### src/rtl/mips_defs_pkg.sv
// Shared encodings for the multi-cycle MIPS controller: opcodes, functs,
// datapath select codes, FSM states and the decoded instruction class.
package mips_defs;

    localparam logic [5:0] OP_RTYPE = 6'b000000;
    localparam logic [5:0] OP_ORI   = 6'b001101;
    localparam logic [5:0] OP_LUI   = 6'b001111;
    localparam logic [5:0] OP_LW    = 6'b100011;
    localparam logic [5:0] OP_SW    = 6'b101011;
    localparam logic [5:0] OP_BEQ   = 6'b000100;
    localparam logic [5:0] OP_J     = 6'b000010;
    localparam logic [5:0] OP_JAL   = 6'b000011;

    localparam logic [5:0] FN_ADDU  = 6'b100001;
    localparam logic [5:0] FN_SUBU  = 6'b100011;
    localparam logic [5:0] FN_JR    = 6'b001000;

    localparam logic [2:0] ALU_ADDU = 3'b000;
    localparam logic [2:0] ALU_SUBU = 3'b001;
    localparam logic [2:0] ALU_OR   = 3'b010;
    localparam logic [2:0] ALU_LUI  = 3'b011;

    localparam logic [1:0] RD_RT    = 2'b00;
    localparam logic [1:0] RD_RD    = 2'b01;
    localparam logic [1:0] RD_RA    = 2'b10;

    localparam logic [1:0] M2R_ALU  = 2'b00;
    localparam logic [1:0] M2R_MEM  = 2'b01;
    localparam logic [1:0] M2R_PC   = 2'b10;

    localparam logic [1:0] NPC_PC4  = 2'b00;
    localparam logic [1:0] NPC_BR   = 2'b01;
    localparam logic [1:0] NPC_JMP  = 2'b10;
    localparam logic [1:0] NPC_JR   = 2'b11;

    typedef enum logic [2:0] {
        S_FETCH  = 3'd0,
        S_DECODE = 3'd1,
        S_EXE    = 3'd2,
        S_MEM    = 3'd3,
        S_WB     = 3'd4,
        S_HALT   = 3'd5
    } state_t;

    // One-hot class; r_sub only qualifies is_r_alu (addu vs subu).
    typedef struct packed {
        logic is_r_alu;
        logic is_ori;
        logic is_lui;
        logic is_lw;
        logic is_sw;
        logic is_beq;
        logic is_j;
        logic is_jal;
        logic is_jr;
        logic is_illegal;
        logic r_sub;
    } ins_class_t;

    typedef struct packed {
        logic       extop;
        logic       alusrc;
        logic [2:0] aluop;
    } alu_ctrl_t;

    // ALU operand controls are a pure function of the class so that the
    // same values are presented in S_EXE, S_MEM and S_WB.
    function automatic alu_ctrl_t alu_ctrl(input ins_class_t cls);
        alu_ctrl_t c;
        c = '0;
        if (cls.is_r_alu) begin
            c.aluop = cls.r_sub ? ALU_SUBU : ALU_ADDU;
        end else if (cls.is_ori) begin
            c.alusrc = 1'b1;
            c.aluop  = ALU_OR;
        end else if (cls.is_lui) begin
            c.alusrc = 1'b1;
            c.aluop  = ALU_LUI;
        end else if (cls.is_lw || cls.is_sw) begin
            c.extop  = 1'b1;
            c.alusrc = 1'b1;
            c.aluop  = ALU_ADDU;
        end else if (cls.is_beq) begin
            c.extop  = 1'b1;
            c.aluop  = ALU_SUBU;
        end
        return c;
    endfunction

endpackage

### src/rtl/ctrl_decode.sv
// Combinational opcode/funct decoder producing the one-hot instruction class.
module ctrl_decode
    import mips_defs::*;
(
    input  logic [5:0]  opcode,
    input  logic [5:0]  funct,
    output ins_class_t  cls
);

    always_comb begin
        cls = '0;
        case (opcode)
            OP_RTYPE: begin
                case (funct)
                    FN_ADDU: cls.is_r_alu = 1'b1;
                    FN_SUBU: begin
                        cls.is_r_alu = 1'b1;
                        cls.r_sub    = 1'b1;
                    end
                    FN_JR:   cls.is_jr = 1'b1;
                    default: cls.is_illegal = 1'b1;
                endcase
            end
            OP_ORI:  cls.is_ori = 1'b1;
            OP_LUI:  cls.is_lui = 1'b1;
            OP_LW:   cls.is_lw  = 1'b1;
            OP_SW:   cls.is_sw  = 1'b1;
            OP_BEQ:  cls.is_beq = 1'b1;
            OP_J:    cls.is_j   = 1'b1;
            OP_JAL:  cls.is_jal = 1'b1;
            default: cls.is_illegal = 1'b1;
        endcase
    end

endmodule

### src/rtl/multicycle_ctrl.sv
// Multi-cycle MIPS control FSM: sequences fetch/decode/execute/memory/
// writeback and drives datapath enables and selects from the decoded class.
module multicycle_ctrl
    import mips_defs::*;
#(
    parameter bit ILLEGAL_HALT = 1'b0
) (
    input  logic       clk,
    input  logic       reset,
    input  logic [5:0] opcode,
    input  logic [5:0] funct,
    input  logic       zero,
    output logic       PCWr,
    output logic       IRWr,
    output logic       RegWr,
    output logic       MemWr,
    output logic       Extop,
    output logic       ALUSrc,
    output logic [2:0] ALUOp,
    output logic [1:0] RegDst,
    output logic [1:0] MemtoReg,
    output logic [1:0] NPCOp,
    output logic       instr_done,
    output logic [2:0] state
);

    state_t     state_q, state_d;
    ins_class_t cls;
    alu_ctrl_t  alu;

    ctrl_decode u_decode (
        .opcode (opcode),
        .funct  (funct),
        .cls    (cls)
    );

    assign alu   = alu_ctrl(cls);
    assign state = state_q;

    always_ff @(posedge clk) begin
        if (reset) begin
            state_q <= S_FETCH;
        end else begin
            state_q <= state_d;
        end
    end

    always_comb begin
        state_d    = state_q;
        PCWr       = 1'b0;
        IRWr       = 1'b0;
        RegWr      = 1'b0;
        MemWr      = 1'b0;
        Extop      = 1'b0;
        ALUSrc     = 1'b0;
        ALUOp      = ALU_ADDU;
        RegDst     = RD_RT;
        MemtoReg   = M2R_ALU;
        NPCOp      = NPC_PC4;
        instr_done = 1'b0;

        case (state_q)
            S_FETCH: begin
                IRWr    = 1'b1;
                PCWr    = 1'b1;
                NPCOp   = NPC_PC4;
                state_d = S_DECODE;
            end
            S_DECODE: begin
                if (cls.is_j || cls.is_jal) begin
                    PCWr       = 1'b1;
                    NPCOp      = NPC_JMP;
                    instr_done = 1'b1;
                    state_d    = S_FETCH;
                    if (cls.is_jal) begin
                        RegWr    = 1'b1;
                        RegDst   = RD_RA;
                        MemtoReg = M2R_PC;
                    end
                end else if (cls.is_jr) begin
                    PCWr       = 1'b1;
                    NPCOp      = NPC_JR;
                    instr_done = 1'b1;
                    state_d    = S_FETCH;
                end else if (cls.is_illegal) begin
                    instr_done = 1'b1;
                    state_d    = ILLEGAL_HALT ? S_HALT : S_FETCH;
                end else begin
                    state_d = S_EXE;
                end
            end
            S_EXE: begin
                Extop  = alu.extop;
                ALUSrc = alu.alusrc;
                ALUOp  = alu.aluop;
                if (cls.is_beq) begin
                    PCWr       = zero;
                    NPCOp      = NPC_BR;
                    instr_done = 1'b1;
                    state_d    = S_FETCH;
                end else if (cls.is_lw || cls.is_sw) begin
                    state_d = S_MEM;
                end else if (cls.is_r_alu || cls.is_ori || cls.is_lui) begin
                    state_d = S_WB;
                end else begin
                    state_d = S_FETCH;
                end
            end
            S_MEM: begin
                Extop  = alu.extop;
                ALUSrc = alu.alusrc;
                ALUOp  = alu.aluop;
                if (cls.is_sw) begin
                    MemWr      = 1'b1;
                    instr_done = 1'b1;
                    state_d    = S_FETCH;
                end else if (cls.is_lw) begin
                    state_d = S_WB;
                end else begin
                    state_d = S_FETCH;
                end
            end
            S_WB: begin
                Extop      = alu.extop;
                ALUSrc     = alu.alusrc;
                ALUOp      = alu.aluop;
                RegWr      = 1'b1;
                instr_done = 1'b1;
                state_d    = S_FETCH;
                if (cls.is_r_alu) begin
                    RegDst = RD_RD;
                end else if (cls.is_lw) begin
                    MemtoReg = M2R_MEM;
                end
            end
            S_HALT: begin
                state_d = S_HALT;
            end
            default: begin
                state_d = S_FETCH;
            end
        endcase

        // Reset suppresses every output so an aborted instruction writes nothing.
        if (reset) begin
            PCWr       = 1'b0;
            IRWr       = 1'b0;
            RegWr      = 1'b0;
            MemWr      = 1'b0;
            Extop      = 1'b0;
            ALUSrc     = 1'b0;
            ALUOp      = ALU_ADDU;
            RegDst     = RD_RT;
            MemtoReg   = M2R_ALU;
            NPCOp      = NPC_PC4;
            instr_done = 1'b0;
        end
    end

endmodule
### config.mk
export PLATFORM = sky130hd
export DESIGN_NAME = multicycle_ctrl
export DESIGN_NICKNAME = d
export VERILOG_FILES = /design/src/rtl/mips_defs_pkg.sv /design/src/rtl/ctrl_decode.sv /design/src/rtl/multicycle_ctrl.sv
export SDC_FILE = /design/constraint.sdc
export NUM_CORES = 1
export LEC_CHECK = 0
export ABC_AREA = 1
export CAP_MARGIN = 20
export CELL_PAD_IN_SITES_DETAIL_PLACEMENT = 1
export CELL_PAD_IN_SITES_GLOBAL_PLACEMENT = 1
export CORE_UTILIZATION = 21
export DETAILED_ROUTE_END_ITERATION = 8
export GPL_TIMING_DRIVEN = 0
export HOLD_SLACK_MARGIN = 0.1
export PLACE_DENSITY = 0.85
export SLEW_MARGIN = 10
export SYNTH_ARGS = -nofsm -noshare
export SYNTH_HDL_FRONTEND = slang
export SYNTH_SLANG_ARGS = --single-unit
### constraint.sdc
create_clock -name clk -period 2 [get_ports clk]
set_input_delay 0.6 -clock clk [delete_from_list [all_inputs] [get_ports clk]]
set_output_delay 0.6 -clock clk [all_outputs]
set_load 0.01 [all_outputs]
# After elaboration in Yosys (flattened, before gate mapping)
# Cells that the tools add are included.
# W data, S select, Z words.
[totals] ff_bits=3 input_bits=15 out_inout_bits=19 elab_cells=101
[op_classes] n_eq_ne=15 muxes=75 reduce_logical=10
[op_table] cell="$mux W1" n=46
[op_table] cell="$eq A6 B6 Y1 const B" n=4
[op_table] cell="$mux W3" n=8
[op_table] cell="$mux W2" n=11
[op_table] cell="$eq A6 B4 Y1 const B" n=3
[op_table] cell="$pmux W3 S5" n=1
[op_table] cell="$eq A6 B2 Y1 const B" n=2
[op_table] cell="$pmux W2 S2" n=3
[op_table] cell="$mux W4" n=2
[op_table] cell="$reduce_or A7 Y1" n=1
[op_table] cell="$eq A3 B2 Y1 const B" n=2
[op_table] cell="$eq A3 B3 Y1 const B" n=2
[op_table] cell="$eq A6 B3 Y1 const B" n=1
[op_table] cell="$logic_not A6 Y1" n=1
[op_table] cell="$reduce_or A3 Y1" n=2
[op_table] cell="$logic_or A1 B1 Y1" n=4
[op_table] cell="$pmux W1 S2" n=2
[op_table] cell="$pmux W1 S4" n=1
[op_table] cell="$eq A3 B1 Y1 const B" n=1
[op_table] cell="$logic_not A3 Y1" n=1
[op_table] cell="$pmux W1 S3" n=1
[op_table] cell="$reduce_or A2 Y1" n=1

# Longest topological paths before layout
[depth] word_depth=10 depth_mapped=8 ltp_nobuf=8

# Hierarchy
# Synthesis repeated with hierarchy kept, for this count alone.
[unflattened] cells_unflattened=121 area_unflattened_um2=608.1
[by_module_without_submodules] mod="multicycle_ctrl" n_inst=1 cells_per_inst=82 area_each_um2=424.2 seq_area_each_um2=60.1
[by_module_without_submodules] mod="ctrl_decode" n_inst=1 cells_per_inst=39 area_each_um2=183.9 seq_area_each_um2=0.0

# Worst setup path before layout
# OpenSTA, ideal clock, no wires.
[synth_path] kind="input port to output port" startpoint="input reset" endpoint="output ALUSrc" arrival_ns=1.364 t_required_ns=1.400 setup_slack_ns=0.036 path_stages=6 path_buffers=1 cell_sequence="buf_2 > inv_1 > nand3_1 > o21ai_2 > nand2_1 > a21oi_1"
[synth_between] elab_chain_len=1
[synth_lines] element="start: declaration" line_no="multicycle_ctrl.sv:9" source="input logic reset,"
[synth_lines] element="$mux W1" line_no="multicycle_ctrl.sv:145" source="if (reset) begin"
[synth_lines] element="end: declaration" line_no="multicycle_ctrl.sv:18" source="output logic ALUSrc,"
# Every way passes these cells.

# Worst setup path in the final report
[layout_path] startpoint="input opcode[5]" endpoint="output instr_done"
[layout_between] elab_chain_len=8 word_cells_on_any_way=23 cone_classes="7 x eq/ne; 13 x mux; 3 x reduce/logical"
[layout_lines] element="start: declaration" line_no="multicycle_ctrl.sv:10" source="input logic [5:0] opcode,"
[layout_lines] element="$eq A6 B4 Y1, or another cell as far along" line_no="ctrl_decode.sv:12" source="case (opcode)"
[layout_lines] element="$reduce_or A7 Y1 (no line)"
[layout_lines] element="$pmux W1 S2" line_no="ctrl_decode.sv:12"
[layout_lines] element="$mux W1" line_no="multicycle_ctrl.sv:85" source="end else if (cls.is_illegal) begin"
[layout_lines] element="$mux W1" line_no="multicycle_ctrl.sv:80" source="end else if (cls.is_jr) begin"
[layout_lines] element="$mux W1" line_no="multicycle_ctrl.sv:70" source="if (cls.is_j || cls.is_jal) begin"
[layout_lines] element="$pmux W1 S4 *" line_no="multicycle_ctrl.sv:62" source="case (state_q)"
[layout_lines] element="$mux W1 *" line_no="multicycle_ctrl.sv:145"
[layout_lines] element="end: declaration" line_no="multicycle_ctrl.sv:23" source="output logic instr_done,"
# Mark *: on every way between the ends. The rest lies on a longest branch, timed or not.

==> metrics.txt <==
most common cell after layout, fill and taps aside=buf_2; # Max-Cap Violations=0; Routed WL per cell=14.7 um; Clock Path Buffers=2; Tot GR Track Use=a little under a fifth; Vias/cell=4.93; TritonCTS clock tree=yes; PortBufs=31; CP Data Arrival Time=around 1.6 ns; Hold Crit Start=state[2]$_SDFF_PP0_; critical path type=primary input to output pin; dpl cells=about 160; Register-to-Register Setup Slack=0.87 ns; Finished Cell Area=1040 um2; Routability Congestion=0.758; final setup skew=0.000180 ns; first-pass GRT wire length=3.84 mm; synth unique cells=25; DRC=0; vias in the first global route=846; num rows=17; initial antenna violation count=0; Antenna diodes=0; H-Tree Depth=1; register area share after synthesis=11.7%; Post-DP Area=~860 um2; synthesized cell area=a little over 500 um2; Post-Syn Nets=111; pin count of the biggest net entering global routing=10; origin of the critical flop-to-flop path=state[2]$_SDFF_PP0_; final worst path period share=110%; syn_area_per_cell=between 5 and 6 um2; CP startpoint kind=primary input; Worst Path Max Fanout=4; number of synthesized register bits=3; Power Density=279 nW/um2; TritonCTS buffer count=3; post-layout min period=2.21 ns; Req. time, crit path=1.40 ns; vias post-DR=829; final setup fails=11; Layout area overhead=102%; RSZ-0062 raised after global routing=true; leakage=0.503 nW; Total Power=0.290 mW; final worst setup slack=-0.206 ns; # IOs=34; Initial Utilization=between 20% and 30%; fin. max-slew vios=0; hold_buf cts=0; status=complete, but fails checks; CTS Sinks=3; Final Hold Viols=0; non-filler cells in the finished layout=168; pre-CTS setup slack=-1.05 ns; 1st-iter DRT viols=3; dpl hpwl=1.59 mm; yosys warns=0; die height=around 51 um; top-area cell type share of the netlist area=13.1%; failing checks=negative setup slack; Detail Route Antenna Nets=0; fmax=453 MHz; max reg flops=3; die area=2650 um2; Min-Delay Path Class=flip-flop to flip-flop; Final Net Count=156; most frequent cells in the layout=buf_2, nand2_1, inv_1; Die Width=51.5 um; Core ar.=2250 um2; Detailed Routing Iterations Pass 1=4; CTS root buf=clkbuf_4; Worst-path clk slew=0.03 ns; setup TNS=-1.15 ns; fillcell total=307; top post-synthesis cells by area=nand2_1, dfxtp_1, nor2_1, inv_1, nand3_1; Post-Syn Instances=96; VDD IR max=0.000143 V; Skew-Pair Late Insertion Delay=0.22 ns; share of layout cells above drive strength 1=56.4%; CP Launch Point=opcode[5]; grt ovf=0; final wirelength=2.48 mm; cell taking the most area after synthesis=nand2_1; Crit. End Element=output pin
-- layer usage --
layer / wire length (um) / vias to the layer above / track usage, %
met1: 911 / 391 / 21.0
met2: 1350 / 31 / 35.7
met5: 0 / - / 0
met3: 121 / 10 / 2.68
met4: 92 / 0 / 8.11
li1: - / 397 / -
-- per-stage QoR --
step	hold WS (ns)	util, %
final	0.625	46.0
after global routing	0.642	46.0
after CTS	0.612	44.4
after detailed placement	0.586	38.1
after global placement	0.574	38.1
after floorplan	0.576	-
-- cell usage after synthesis --
cell type,number
a21oi_1,8
a31oi_1,1
buf_2,1
buf_4,2
conb_1,1
dfxtp_1,3
inv_1,15
inv_2,2
nand2_1,18
nand2_2,1
nand3_1,9
nand3_2,1
nand3b_1,1
nand4_1,2
nor2_1,16
nor2_2,2
nor2_4,3
nor3_1,1
nor3_2,1
nor4_1,1
o21a_1,1
o21ai_0,1
o21ai_1,3
o21ai_2,1
o21bai_1,1
-- path summary, 6_finish.rpt --
kind,end,cells after the start
min reg2reg,state[0]$_SDFF_PP0_,2
max,instr_done,9
min,state[0]$_SDFF_PP0_,2
max reg2reg,state[1]$_SDFF_PP0_,5
-- final cells by class --
class / instances / area (um2) / share of cell area, %
multi-input combinational: 73 / 499 / 48.1
clock buffer: 4 / 26.3 / 2.53
sequential: 3 / 65.1 / 6.27
inverter: 17 / 66.3 / 6.39
buffer: 3 / 22.5 / 2.17
tap: 28 / 35.0 / 3.38
timing repair buffer: 40 / 323 / 31.1
-- repair_timing --
action,in CTS,in global routing
setup buffers,8,1
setup endpoints to repair,15,13
pin swaps,16,7
gates resized for setup,153,8
-- critical path, stage by stage --
cell     delay, ns
buf_8         0.10
nor2_4        0.18
nand3_4       0.11
nor2_4        0.16
buf_6         0.13
nor2_2        0.04
nand2_1       0.07
a21oi_2       0.05
buf_2         0.15
-- kinds of logic (layout without fill, tap and decap cells) --
group | Yosys count | after routing | synth area share (%)
AO/OA/AOI/OAI | 16 | 16 | 17.5
buffers and inverters | 20 | 64 | 16.3
AND/OR/NAND/NOR | 56 | 56 | 53.8
flip-flops | 3 | 3 | 11.7
other | 1 | 1 | 0.729
-- where the power goes --
part	internal, mW	switching [mW]
clock	0.0745	0.0267
sequential	0.0621	0.00408
combinational	0.0545	0.0680
total	0.191	0.0987
Note: power is estimated with default switching activity, not from simulation.
